## src/rtl/uart_pkg.sv

```systemverilog
// uart_pkg: shared constants and FSM state types
// for the UART echo buffer and its FIFO.
package uart_pkg;

  localparam logic [7:0] ASCII_CR = 8'h0D;
  localparam logic [7:0] ASCII_LF = 8'h0A;

  typedef enum logic [1:0] {
    R_IDLE,
    R_CLR,
    R_WAIT
  } rx_state_t;

  typedef enum logic [1:0] {
    T_IDLE,
    T_LOAD,
    T_ARM,
    T_BUSY
  } tx_state_t;

endpackage

```

## src/rtl/byte_fifo.sv

```systemverilog
// byte_fifo: show-ahead synchronous byte FIFO, 2^DEPTH_LOG2 deep.
// Ports: push/pop/din in; dout (head), full, empty, count out.
module byte_fifo #(
  parameter int DEPTH_LOG2 = 4
) (
  input  logic                  clk,
  input  logic                  rst,
  input  logic                  push,
  input  logic                  pop,
  input  logic [7:0]            din,
  output logic [7:0]            dout,
  output logic                  full,
  output logic                  empty,
  output logic [DEPTH_LOG2:0]   count
);

  localparam int DEPTH = 1 << DEPTH_LOG2;
  localparam logic [DEPTH_LOG2:0] FULL_CNT =
    (DEPTH_LOG2+1)'(DEPTH);
  localparam logic [DEPTH_LOG2:0] CNT_ONE = 1;
  localparam logic [DEPTH_LOG2-1:0] PTR_ONE = 1;

  logic [7:0]            r_mem [DEPTH];
  logic [DEPTH_LOG2-1:0] r_wr_ptr;
  logic [DEPTH_LOG2-1:0] r_rd_ptr;
  logic [DEPTH_LOG2:0]   r_count;
  logic                  w_push;
  logic                  w_pop;

  assign full  = (r_count == FULL_CNT);
  assign empty = (r_count == '0);
  assign count = r_count;
  assign dout  = r_mem[r_rd_ptr];

  // Guard both sides so the FIFO stays consistent
  // even if a caller misuses it.
  assign w_push = push & ~full;
  assign w_pop  = pop & ~empty;

  always_ff @(posedge clk) begin
    if (rst) begin
      r_wr_ptr <= '0;
      r_rd_ptr <= '0;
      r_count  <= '0;
    end else begin
      if (w_push) r_wr_ptr <= r_wr_ptr + PTR_ONE;
      if (w_pop)  r_rd_ptr <= r_rd_ptr + PTR_ONE;
      unique case ({w_push, w_pop})
        2'b10:   r_count <= r_count + CNT_ONE;
        2'b01:   r_count <= r_count - CNT_ONE;
        default: r_count <= r_count;
      endcase
    end
  end

  always_ff @(posedge clk) begin
    if (w_push) r_mem[r_wr_ptr] <= din;
  end

endmodule

```

## src/rtl/uart_echo_buffer.sv

```systemverilog
// uart_echo_buffer: acks UART rx bytes, queues them and replays
// them to the UART tx at line rate, optionally expanding CR->CRLF.
// Ports: clk_50m, rst; rx_data/rx_rdy in, rx_rdy_clr out;
// tx_din/tx_wr_en out, tx_busy in; fifo_count, drop_cnt out.
module uart_echo_buffer
  import uart_pkg::*;
#(
  parameter int DEPTH_LOG2 = 4,
  parameter bit CRLF       = 1'b1
) (
  input  logic                clk_50m,
  input  logic                rst,
  input  logic [7:0]          rx_data,
  input  logic                rx_rdy,
  output logic                rx_rdy_clr,
  output logic [7:0]          tx_din,
  output logic                tx_wr_en,
  input  logic                tx_busy,
  output logic [DEPTH_LOG2:0] fifo_count,
  output logic [7:0]          drop_cnt
);

  rx_state_t  r_rx_state;
  rx_state_t  w_rx_next;
  tx_state_t  r_tx_state;
  tx_state_t  w_tx_next;

  logic [7:0] r_tx_din;
  logic [7:0] r_drop_cnt;
  logic       r_pending_lf;

  logic       w_push;
  logic       w_drop;
  logic       w_pop;
  logic       w_load_head;
  logic       w_load_lf;
  logic [7:0] w_dout;
  logic       w_full;
  logic       w_empty;

  byte_fifo #(
    .DEPTH_LOG2(DEPTH_LOG2)
  ) u_fifo (
    .clk  (clk_50m),
    .rst  (rst),
    .push (w_push),
    .pop  (w_pop),
    .din  (rx_data),
    .dout (w_dout),
    .full (w_full),
    .empty(w_empty),
    .count(fifo_count)
  );

  // A full FIFO still acknowledges the byte so the
  // UART never stalls; the byte is counted as dropped.
  always_comb begin
    w_rx_next = r_rx_state;
    w_push    = 1'b0;
    w_drop    = 1'b0;
    unique case (r_rx_state)
      R_IDLE: begin
        if (rx_rdy) begin
          w_push    = ~w_full;
          w_drop    = w_full;
          w_rx_next = R_CLR;
        end
      end
      R_CLR: w_rx_next = R_WAIT;
      // Wait for rx_rdy to drop so one byte is
      // never taken twice.
      R_WAIT: begin
        if (!rx_rdy) w_rx_next = R_IDLE;
      end
      default: w_rx_next = R_IDLE;
    endcase
  end

  // T_ARM is a guard cycle: the transmitter may not
  // have raised tx_busy yet right after the strobe.
  always_comb begin
    w_tx_next   = r_tx_state;
    w_pop       = 1'b0;
    w_load_head = 1'b0;
    w_load_lf   = 1'b0;
    unique case (r_tx_state)
      T_IDLE: begin
        if (!w_empty && !tx_busy) begin
          w_pop       = 1'b1;
          w_load_head = 1'b1;
          w_tx_next   = T_LOAD;
        end
      end
      T_LOAD: w_tx_next = T_ARM;
      T_ARM:  w_tx_next = T_BUSY;
      T_BUSY: begin
        if (!tx_busy) begin
          if (r_pending_lf) begin
            w_load_lf = 1'b1;
            w_tx_next = T_LOAD;
          end else begin
            w_tx_next = T_IDLE;
          end
        end
      end
      default: w_tx_next = T_IDLE;
    endcase
  end

  always_ff @(posedge clk_50m) begin
    if (rst) begin
      r_rx_state   <= R_IDLE;
      r_tx_state   <= T_IDLE;
      r_tx_din     <= '0;
      r_pending_lf <= 1'b0;
      r_drop_cnt   <= '0;
    end else begin
      r_rx_state <= w_rx_next;
      r_tx_state <= w_tx_next;
      if (w_load_head) begin
        r_tx_din     <= w_dout;
        r_pending_lf <= CRLF && (w_dout == ASCII_CR);
      end else if (w_load_lf) begin
        r_tx_din     <= ASCII_LF;
        r_pending_lf <= 1'b0;
      end
      if (w_drop && (r_drop_cnt != 8'hFF))
        r_drop_cnt <= r_drop_cnt + 8'd1;
    end
  end

  assign rx_rdy_clr = (r_rx_state == R_CLR);
  assign tx_wr_en   = (r_tx_state == T_LOAD);
  assign tx_din     = r_tx_din;
  assign drop_cnt   = r_drop_cnt;

endmodule

```

## config.mk

```make
export PLATFORM = sky130hd
export DESIGN_NAME = uart_echo_buffer
export DESIGN_NICKNAME = d
export VERILOG_FILES = /design/src/rtl/uart_pkg.sv /design/src/rtl/byte_fifo.sv /design/src/rtl/uart_echo_buffer.sv
export SDC_FILE = /design/constraint.sdc
export NUM_CORES = 1
export LEC_CHECK = 0
export CAP_MARGIN = 10
export CORE_ASPECT_RATIO = 2
export CORE_UTILIZATION = 41
export DETAILED_ROUTE_END_ITERATION = 10
export GPL_TIMING_DRIVEN = 0
export PLACE_DENSITY = 0.64
export SLEW_MARGIN = 20
export SYNTH_ARGS = -nofsm -noshare
export SYNTH_HDL_FRONTEND = slang
export SYNTH_HIERARCHICAL = 1
export SYNTH_SLANG_ARGS = --single-unit
```

## constraint.sdc

```tcl
create_clock -name clk_50m -period 4.6 [get_ports clk_50m]
set_clock_uncertainty 0.1 [all_clocks]
set_input_delay 1.15 -clock clk_50m [delete_from_list [all_inputs] [get_ports clk_50m]]
set_output_delay 1.15 -clock clk_50m [all_outputs]
set_load 0.02 [all_outputs]
```

### Word level (Yosys, flattened, before mapping)

Memories as Yosys holds them, arrays and structs flattened. A register that Yosys moved wholly into a read port is not among the register bits.
Index checks and enable logic that the tools add are counted.

| storage, ports and cells | value |
|---|---|
| register bits after elaboration | 34 |
| memory bits (writable) | 128 |
| input bits | 12 |
| memories | 1 |

Memories:

| name | words | bits a word | read ports | clocked after memory_dff | wr ports | line | RTL |
|---|---|---|---|---|---|---|---|
| u_fifo.r_mem | 16 | 8 | 1 | 1 | 1 | byte_fifo.sv:23 | `logic [7:0] r_mem [DEPTH];` |

| operators by class | value |
|---|---|
| $add $sub $neg | 5 |
| equal/unequal tests | 14 |
| mux-type cells | 25 |
| bitwise logic cells | 4 |
| reduce and logical (&&, ||, !) cells | 11 |

Operators with widths:

| kind | count |
|---|---|
| $mux W8 | 2 |
| $mux W1 | 14 |
| $pmux W5 S2 | 1 |
| $add A4 B1 Y4 const B | 2 |
| $add A8 B1 Y8 const B | 1 |
| $eq A2 B2 Y1 const B | 4 |
| $eq A8 B4 Y1 const B | 1 |
| $mux W2 | 4 |
| $mux W4 | 2 |
| $ne A2 B2 Y1 const B | 4 |
| $ne A8 B8 Y1 const B | 1 |
| $pmux W2 S4 | 1 |
| $eq A2 B1 Y1 const B | 3 |
| $pmux W2 S3 | 1 |
| $add A5 B1 Y5 const B | 1 |
| $eq A5 B5 Y1 const B | 1 |
| $logic_not A5 Y1 | 1 |
| $sub A5 B1 Y5 const B | 1 |
| $logic_not A2 Y1 | 2 |
| $reduce_and A2 Y1 | 2 |
| $reduce_bool A2 Y1 | 2 |
| $and A1 B1 Y1 | 2 |
| $logic_and A1 B1 Y1 | 2 |
| $logic_not A1 Y1 | 2 |
| $not A1 Y1 | 2 |

### Longest topological paths before layout

| depth | value |
|---|---|
| depth in word-level cells | 8 |
| gate-level depth with buffers | 16 |
| gate-level depth less buffers | 12 |

### Cells and area by module

The synthesis kept the hierarchy.

By module, submodules not included:

| module | instances | cells an instance | area an instance (um^2) | seq. area each (um^2) |
|---|---|---|---|---|
| byte_fifo | 1 | 330 | 5891.9 | 4184.0 |
| uart_echo_buffer | 1 | 106 | 993.5 | 420.4 |

### Worst setup path after synthesis

No wires, ideal clock.

| timing path | value |
|---|---|
| kind | input to register |
| from | input port tx_busy |
| to | register u_fifo.r_count[4] (netlist: u_fifo/count[4]) |
| setup time | 0.129 ns |
| data arrival time | 3.237 ns |
| required time | 4.371 ns |
| path slack | 1.133 ns |
| stages | 12 |
| path buffers | 2 |
| cell sequence | nor3b_1 clkbuf_1 o21ai_4 inv_1 ha_1 clkbuf_1 xor2_1 ha_1 nand2_1 o21ai_0 nor3_1 nand4bb_1 |

| on the way | value |
|---|---|
| longest elaborated chain between the ends | 7 |
| elaborated cells between the ends (all ways) | 9 |
| those cells by class | 2 x eq/ne; 3 x mux; 1 x bitwise; 3 x reduce/logical |

Ends and longest elaborated chain:

| element | line | RTL |
|---|---|---|
| from (decl) | uart_echo_buffer.sv:18 | `input logic tx_busy,` |
| $logic_not A1 Y1 (*) | -- |  |
| $logic_and A1 B1 Y1 (*) | uart_echo_buffer.sv:88 | `if (!w_empty && !tx_busy) begin` |
| $mux W1 (*) (2 in series) | -- |  |
| net w_load_head | uart_echo_buffer.sv:35 | `logic w_load_head;` |
| $and A1 B1 Y1 (*) | byte_fifo.sv:38 | `assign w_pop = pop & ~empty;` |
| net u_fifo.w_pop | byte_fifo.sv:28 | `logic w_pop;` |
| $eq A2 B1 Y1 or $eq A2 B2 Y1 (tied branches) | byte_fifo.sv:48 | `unique case ({w_push, w_pop})` |
| $pmux W5 S2 or $reduce_bool A2 Y1 (tied branches) | -- |  |
| to (signal assigned) | byte_fifo.sv:49 | `2'b10: r_count <= r_count + CNT_ONE;` |
| to (signal assigned) | byte_fifo.sv:50 | `2'b01: r_count <= r_count - CNT_ONE;` |
| to (signal assigned) | byte_fifo.sv:51 | `default: r_count <= r_count;` |
| to (decl) | byte_fifo.sv:26 | `logic [DEPTH_LOG2:0] r_count;` |

The timed path passes the listed nets; every way through them passes the cells marked *.
A chain may end at the register's enable or synchronous reset.

### Worst setup path after layout

Ends and elaborated chain as after synthesis.

==> qor.txt <==
Arrival @ worst endpoint -> 4.30 ns
CTS Root Cell -> clkbuf_16
NetSw -> 1130 uW
Antenna-violating nets left -> 0
Post-CTS Resized -> 0
Post-synth EDFFs -> 128
CTS tree -> built
Starting DRT DRC Count -> 138
DP HPWL -> 10.3 mm
Switching part of the total -> 0.271
Post-synthesis sequential element count -> 166
Lkg Pwr -> 0.00273 uW
Most frequent cell after synthesis -> edfxtp_1
Clk pwr share -> 0.351
Mean routed wirelength per cell -> 20.0 um
Yosys warns -> 6
Total core area -> 16,400 sq um
Share of layout cells above drive strength 1 -> 0.175
GRT Overall Usage -> 0.180
Hold WC Path Type -> register to register
Final Hold Viols -> 0
CTS Buffer Depth -> 2
Global route overflow -> 0
Setup crit end -> u_fifo/count[4]
Worst-Skew Late Latency -> 0.43 ns
Initial antenna violation count -> 0
Maximum VDD drop -> 0.201 mV
Via density per instance -> 5.44
DRC -> 0
Period utilization -> 0.890
Largest net degree at the start of global routing -> 17
Hold Buf Count CTS -> 0
# setup viols final -> 0
Routability congestion estimate -> 0.754
Clock-pin slew on the worst setup and hold paths -> 0.06 ns
Post-synth ARST share -> 0
Final net count -> 514
CP startpoint kind -> input port
Comb pwr share -> 0.224
Cell Area, Synth -> 6890 sq um
Crit path max fanout -> 12
FF-to-FF End -> u_fifo/count[4]
RSZ-0062 raised after global routing -> no
Mapped Cells -> 436
Number of global-route vias before repair -> 4,084
Cts bufs inserted -> 17
Seq/Total Area, Yosys -> 0.669
Seq pwr share -> 0.425
Vias post-DR -> 3,839
Measured slew at the worst slew-check pin -> 0.843 ns
Post-synth cell types -> 63
R2r worst-path depth -> 15
Worst Path Required -> 4.81 ns
Tmin final -> 4.09 ns
Synth cell count leaders -> 128 x edfxtp_1, 47 x nor2_1, 38 x dfxtp_1, 32 x mux4_2, 22 x a22oi_1
Chip width -> 93.6 um
Fmax -> 0.244 GHz
Buffers on Ports -> 34
Setup TNS -> 0 ns
Post-Layout Cell Count -> 706
Cell internal pwr -> 3030 uW
Area leader, netlist -> edfxtp_1
R2r startpoint -> u_fifo/count[1]
First-pass GRT wire length -> 22.3 mm
Post-Syn Nets -> 461
Crit path kind -> input port to register
Placed instance area -> 7500 sq um
Die height -> 185 um
Predominant post-synthesis flop cell -> edfxtp_1
Clk sinks -> 166
I/O pin cnt -> 35
Ant diodes -> 0
Slew HR -> 0.436
Core Rows -> 66
Inst Count DP -> 674
Die Area -> 17,300 sq um
Post-Route WL -> 14.1 mm
Worst Setup SP -> tx_busy
Initial Util -> 0.421
Fin area -> 8110 sq um
Mean post-synth cell area -> 15.8 sq um
Top post-synthesis cells by area -> edfxtp_1 56%, dfxtp_1 11%, mux4_2 10%
Cell Pwr Density -> 512 nW/um^2
Status -> completed
Crit. End Element -> register
CTS H-tree lvls -> 4
Reg-to-reg setup timing slack -> 0.78 ns
Max cap viols -> 0
1st-pass router iterations -> 4
Setup Buffers After CTS -> 0
Slew Limit Fails -> 0
Top-area cell type share of the netlist area -> 0.558
Final Util -> 0.496
Area grow syn2layout -> 17.8%
==> worst max-delay path: stages <==
cell,delay (ns)
clkdlybuf4s50_1,0.47
nor3b_1,0.23
clkbuf_1,0.53
o21ai_4,0.17
inv_1,0.09
ha_1,0.19
clkbuf_1,0.34
xor2_1,0.19
ha_1,0.25
nand2_1,0.07
o21ai_0,0.34
nor3_1,0.09
nand4bb_1,0.19
==> kinds of logic after synthesis <==
group,synth area share
flops,0.669
simple gates,0.0830
compound gates,0.0756
buf+inv,0.0243
mux,0.112
fa+ha+maj,0.0236
xor+xnor,0.0127
==> final cells by class <==
cell class | instances | area [sq um]
Buffer | 25 | 123
Clock buffer | 18 | 429
Clock inverter | 14 | 183
Fill cell | 1389 | 8240
Inverter | 12 | 45.0
Multi-Input combinational cell | 233 | 2130
Sequential cell | 166 | 4600
Tap cell | 204 | 255
Timing Repair Buffer | 34 | 340
==> placed cells by master, fill, tap and decap left out, drive strengths merged, types with 4 or more instances in the layout <==
cell type	n
a211oi	5
a22oi	22
and3	4
buf	11
bufinv	4
clkbuf	32
clkdlybuf4s50	34
clkinv	8
dfxtp	38
edfxtp	128
ha	13
inv	12
mux2i	5
mux4	32
nand2	20
nand3	4
nor2	47
nor2b	5
nor3	10
o21a	5
xor2	7
==> state kept, by name (all words and copies together), names as in the netlist, named ones only <==
signal / cells
u_fifo/r_mem: 128
drop_cnt: 8
tx_din: 8
u_fifo/count: 5
u_fifo/r_rd_ptr: 4
u_fifo/r_wr_ptr: 4
r_rx_state: 2
r_tx_state: 2
r_pending_lf: 1
==> power by group through the flow <==
stage	logic [uW]	clock network (uW)	registers, uW
final	932	1460	1760
after global routing	1020	1550	1780
after CTS	946	1500	1770
after detailed placement	941	0	1800
after global placement	907	0	1790
after floorplan	611	0	1840
==> layer usage <==
layer  up-vias  global-route usage  part of all wire
met4         0               0.105             0.038
li1       1796                   -                 -
met2        91               0.346              0.59
met1      1923               0.175              0.35
met5         -                   0                 0
met3        29              0.0316             0.026
==> how the worst min path moves through the flow <==
stage,slack [ns],from,endpoint,cells after the start
after floorplan,0.35,r_pending_lf,r_pending_lf,2
after global placement,0.37,tx_din[1],tx_din[1],2
after detailed placement,0.37,tx_din[1],tx_din[1],2
after CTS,0.38,tx_din[1],tx_din[1],2
after global routing,0.40,tx_din[1],tx_din[1],2
final,0.38,tx_din[1],tx_din[1],2
==> stage by stage <==
stage	setup slack (ns)	power [uW]	hold WS [ns]
6_report	0.508	4150	0.378
5_1_grt	0.148	4340	0.397
4_1_cts	0.528	4210	0.380
3_5_place_dp	0.0791	2740	0.369
3_3_place_gp	0.212	2700	0.368
2_1_floorplan	1.13	2450	0.354
Note: power is estimated with default switching activity, not from simulation.
